==> config.mk <==
export PLATFORM = sky130hd
export DESIGN_NAME = gated_pulse_counter
export DESIGN_NICKNAME = d
export VERILOG_FILES = /design/src/rtl/gated_pulse_counter_pkg.sv /design/src/rtl/gated_pulse_counter_sync.sv /design/src/rtl/gated_pulse_counter.sv
export SDC_FILE = /design/constraint.sdc
export NUM_CORES = 1
export LEC_CHECK = 0
export ABC_AREA = 0
export CORE_MARGIN = 4
export CORE_UTILIZATION = 43
export CTS_CLUSTER_DIAMETER = 30
export DETAILED_ROUTE_END_ITERATION = 6
export GPL_TIMING_DRIVEN = 0
export SYNTH_ARGS = -nofsm -noshare
export SYNTH_HDL_FRONTEND = slang
export SYNTH_HIERARCHICAL = 1
export SYNTH_SLANG_ARGS = --single-unit
==> constraint.sdc <==
create_clock -name clk -period 2 [get_ports clk]
set_input_delay 0.2 -clock clk [delete_from_list [all_inputs] [get_ports clk]]
set_output_delay 0.2 -clock clk [all_outputs]
set_load 0.005 [all_outputs]
==> src/rtl/gated_pulse_counter_pkg.sv <==
// Shared state encoding and sizing helpers for the gated pulse counter.
package gated_pulse_counter_pkg;

  typedef enum logic [1:0] {
    ST_IDLE  = 2'd0,
    ST_ARM   = 2'd1,
    ST_COUNT = 2'd2
  } state_t;

  // Larger of two integers, used to size the shared gate/arm counter.
  function automatic int max_int(input int a, input int b);
    return (a > b) ? a : b;
  endfunction

endpackage

==> src/rtl/gated_pulse_counter_sync.sv <==
// Brings the asynchronous pulse into clk and flags its rising edges.
module pulse_sync_edge (
  input  logic clk,
  input  logic resetN,
  input  logic pulse_in,
  output logic rise
);

  logic s1;
  logic s2;
  logic s3;

  // Two-flop synchronizer plus one delay flop for edge detection.
  always_ff @(posedge clk) begin
    if (!resetN) begin
      s1 <= 1'b0;
      s2 <= 1'b0;
      s3 <= 1'b0;
    end else begin
      s1 <= pulse_in;
      s2 <= s1;
      s3 <= s2;
    end
  end

  assign rise = s2 & ~s3;

endmodule

==> src/rtl/gated_pulse_counter.sv <==
// Counts synchronized pulse edges over back-to-back gate windows and
// publishes each window's saturated total with a one-cycle strobe.
module gated_pulse_counter
  import gated_pulse_counter_pkg::*;
#(
  parameter int WIDTH       = 7,
  parameter int GATE_CYCLES = 16,
  parameter int ARM_CYCLES  = 2
) (
  input  logic             clk,
  input  logic             resetN,
  input  logic             enable,
  input  logic             pulseIn,
  output logic [WIDTH-1:0] validCount,
  output logic             countValid,
  output logic             overflow,
  output logic             windowActive
);

  localparam int GC_TOP = max_int(GATE_CYCLES, ARM_CYCLES);
  localparam int GW     = (GC_TOP > 1) ? $clog2(GC_TOP) : 1;
  localparam logic [GW-1:0] GATE_LAST = GW'(GATE_CYCLES - 1);
  localparam logic [GW-1:0] ARM_LAST  = GW'(ARM_CYCLES - 1);

  state_t           state_q, state_n;
  logic [GW-1:0]    gate_q, gate_n;
  logic [WIDTH-1:0] count_q, count_n;
  logic             sat_q, sat_n;
  logic [WIDTH-1:0] vc_q, vc_n;
  logic             ov_q, ov_n;
  logic             cv_q, cv_n;
  logic             wa_q;
  logic             rise;
  logic [WIDTH:0]   inc;

  pulse_sync_edge u_sync (
    .clk      (clk),
    .resetN   (resetN),
    .pulse_in (pulseIn),
    .rise     (rise)
  );

  // One extra bit so a carry out of the count marks saturation.
  assign inc = {1'b0, count_q} + {{WIDTH{1'b0}}, rise};

  // State, counters and published outputs; reset wins over everything.
  always_ff @(posedge clk) begin
    if (!resetN) begin
      state_q <= ST_IDLE;
      gate_q  <= '0;
      count_q <= '0;
      sat_q   <= 1'b0;
      vc_q    <= '0;
      ov_q    <= 1'b0;
      cv_q    <= 1'b0;
      wa_q    <= 1'b0;
    end else begin
      state_q <= state_n;
      gate_q  <= gate_n;
      count_q <= count_n;
      sat_q   <= sat_n;
      vc_q    <= vc_n;
      ov_q    <= ov_n;
      cv_q    <= cv_n;
      wa_q    <= (state_n == ST_COUNT);
    end
  end

  // Next-state and window bookkeeping; sat tracks edges lost to saturation.
  always_comb begin
    state_n = state_q;
    gate_n  = gate_q;
    count_n = count_q;
    sat_n   = sat_q;
    vc_n    = vc_q;
    ov_n    = ov_q;
    cv_n    = 1'b0;
    case (state_q)
      ST_IDLE: begin
        gate_n  = '0;
        count_n = '0;
        sat_n   = 1'b0;
        if (enable) state_n = ST_ARM;
      end
      ST_ARM: begin
        if (!enable) begin
          state_n = ST_IDLE;
          gate_n  = '0;
        end else if (gate_q == ARM_LAST) begin
          state_n = ST_COUNT;
          gate_n  = '0;
          count_n = '0;
          sat_n   = 1'b0;
        end else begin
          gate_n = gate_q + GW'(1);
        end
      end
      ST_COUNT: begin
        if (!enable) begin
          // Partial window is dropped; published values are left alone.
          state_n = ST_IDLE;
          gate_n  = '0;
          count_n = '0;
          sat_n   = 1'b0;
        end else if (gate_q == GATE_LAST) begin
          // An edge landing in the last cycle still belongs to this window.
          vc_n    = inc[WIDTH] ? {WIDTH{1'b1}} : inc[WIDTH-1:0];
          ov_n    = sat_q | inc[WIDTH];
          cv_n    = 1'b1;
          count_n = '0;
          gate_n  = '0;
          sat_n   = 1'b0;
        end else begin
          gate_n = gate_q + GW'(1);
          if (rise) begin
            if (inc[WIDTH]) sat_n = 1'b1;
            else            count_n = inc[WIDTH-1:0];
          end
        end
      end
      default: begin
        state_n = ST_IDLE;
        gate_n  = '0;
        count_n = '0;
        sat_n   = 1'b0;
      end
    endcase
  end

  assign validCount   = vc_q;
  assign countValid   = cv_q;
  assign overflow     = ov_q;
  assign windowActive = wa_q;

endmodule
==> results.toml <==
[synth]
synth_cell_types = 45
syn_area_per_cell_sq_um = 9.15
synth_edf_count = 0
synth_top_area_share_pct = 39.6
netlist.top_cell.by_area = "dfxtp_1"
synthTopCellsByCount = "27 x dfxtp_1, 12 x a21oi_1, 12 x nor2_1, 9 x nand3_1, 8 x ha_1"
async_flop_share_pct = 0
syn-instance-count = 149
synth-seq-cells = 27
synth-seq-area-share_pct = 39.6
ys.flop_type = "dfxtp_1"
synth.net_count = 161
syn_area_sq_um = 1360
synthTopCellsByArea = "dfxtp_1 40%, ha_1 7.3%, a21oi_1 4.4%, nand3_1 3.3%, nor2_1 3.3%"
synth.most_common_cell = "dfxtp_1"
yosysWarnings = 6

[routing]
final_antenna_net_count = 0
drt_wl_total_um = 2810
routedWlPerCell_um = 13.4
first_pass_iters = 4
drtIter0Drc = 45
drc = 0
vias_per_cell = 5.55
vias = 1166

[critical_path]
cp.arrival_ns = 2.09
path_max_fanout = 4
cp-end-kind = "flop"
required_ns = 2.27
startpoint_type = "flop"
worstSetupStartpoint = "u_sync/s2"
crit_type = "flop to flop"
r2r-start = "u_sync/s2"

[power_and_ir_drop]
max-vdd-ir-drop_mv = 0.297
p_leak_nw = 0.528
p_per_area_nw_per_um2 = 544

[timing]
worst_pin_slew_ns = 0.411
setup_violations = 0
slew_violations = 0
maxSlewHeadroom_pct = 72.5
tns_ns = 0
fin_crit_sh_pct = 90.9
finalHoldViolations = 0
fin_crit_ns = 1.82
fin_worst_skew_ns = 0.0156
max_freq_mhz = 550
rsz0062_at_grt = "false"

[clocking]
cts_tree = "built"
numCtsBuffers = 3
htree_levels = 1
ctsRootBufferMaster = "clkbuf_4"
cts_setup_buffers = 0
clk_pin_slew_ns = 0.16
cts.path.max_buffers = 2
clkLatencyLatePin_ns = 0.35
hold_buffers = 0
clock_sinks = 27

[placed_design]
placed_area_sq_um = 1550
hpwl_um = 2100
io_buffers = 13
gp_congestion = 0.830

[floorplanning]
pin_count = 14
dieArea_sq_um = 4140
coreArea_sq_um = 3050
start_util_pct = 44.7
rows = 20
dieHeight_um = 64.3
fp.dieW_um = 64.3

[outcome]
status = "finished clean"

[global_routing]
grt_pass1_vias = 1081
grt_pass1_wl_um = 4750
grt_max_degree = 17
grt.total_usage_pct = 14.5
grt_overflow = 0
antenna_found_initial = 0

[final_layout]
syn_to_final_growth_pct = 16.3
fill_cells = 307
nets = 179
drive_gt1_share_pct = 11.4
design_area_sq_um = 1590
diodes = 0

[hold_path]
hp-start = "pulseIn"
hp-class = "input pin to flop"

[run]
drv_cap = 0
[path summary, 6_finish.rpt]
kind,slack (ns),cells past startpoint,end
max,0.18,7,count_q[4]
min,0.41,2,u_sync/s1
max reg2reg,0.18,7,count_q[4]
min reg2reg,0.45,1,u_sync/s2
[sequential cells by signal, summed over array words and instances (netlist names)]
register      cells
count_q           7
validCount        7
gate_q            4
state_q           2
countValid        1
overflow          1
sat_q             1
u_sync/s1         1
u_sync/s2         1
u_sync/s3         1
windowActive      1
[layer usage]
metal / global-route usage (%) / vias up / wire length (um)
met3: 4.04 / 5 / 158
met2: 24.6 / 34 / 1390
met1: 17.0 / 541 / 1230
met4: 5.80 / 0 / 35
li1: - / 586 / -
met5: 0 / - / 0
[placed cells by master, fill, tap and decap left out, drive strengths merged, types with 2 or more instances in the layout]
| master | n |
|---|---|
| a211oi | 2 |
| a21oi | 12 |
| a31oi | 3 |
| and2 | 4 |
| and3 | 3 |
| buf | 3 |
| clkbuf | 4 |
| clkdlybuf4s50 | 13 |
| dfxtp | 27 |
| ha | 8 |
| inv | 8 |
| nand2 | 6 |
| nand3 | 9 |
| nand4 | 3 |
| nor2 | 12 |
| nor3 | 6 |
| nor4 | 2 |
| o2111ai | 2 |
| o211ai | 3 |
| o21ai | 13 |
| o221a | 3 |
| xnor2 | 3 |
[report_power, final]
part	total [W]	leakage (nW)	internal (W)	switching (W)
sequential	0.000546	0.218	0.000543	0.00000312
combinational	0.0000648	0.296	0.0000236	0.0000412
clock	0.000252	0.0139	0.0000769	0.000176
total	0.000863	0.528	0.000643	0.000220
[cells by family (layout without fill, tap and decap cells)]
family | Yosys count | count (layout) | share of synthesized area [%]
AND/OR/NAND/NOR | 54 | 54 | 23.4
AO/OA/AOI/OAI | 44 | 44 | 22.6
flip-flops | 27 | 27 | 39.6
buffers and inverters | 12 | 29 | 4.49
adder cells (fa/ha/maj) | 8 | 8 | 7.34
XOR/XNOR | 4 | 4 | 2.57
[timing repair]
item                                    in CTS  in global routing
resized for setup                            0                  2
hold endpoints to repair                     0                  0
endpoints found under the setup margin       0                  1
[final cells by class]
type,instances,area [sq um],area share [%]
buffer,4,31.3,1.97
sequential,27,541,34.1
timing repair buffer,13,130,8.20
inverter,8,30.0,1.89
tap,44,55.1,3.47
clock inverter,1,7.51,0.473
multi-input combinational,110,769,48.5
clock buffer,3,22.5,1.42
[critical path, stage by stage, from the launching register on]
cell and delay [ns]:
dfxtp_1 0.36, nor2b_4 0.16, ha_1 0.21, ha_2 0.24, nand3_2 0.13, a211o_1 0.31, nand4b_1 0.17, a31oi_1 0.17
[metrics by stage]
stage / hold slack, ns / cells / setup slack, ns / utilization, % / power [W]
2_1_floorplan: 0.322 / 149 / 0.339 / - / 0.000600
3_3_place_gp: 0.408 / 206 / 0.145 / 50.7 / 0.000622
3_5_place_dp: 0.415 / 206 / 0.142 / 50.7 / 0.000623
4_1_cts: 0.398 / 210 / 0.0908 / 51.7 / 0.000878
5_1_grt: 0.411 / 210 / 0.0414 / 52.0 / 0.000905
6_report: 0.411 / 210 / 0.183 / 52.0 / 0.000863
No activity file was read; power rests on OpenSTA's default activity.
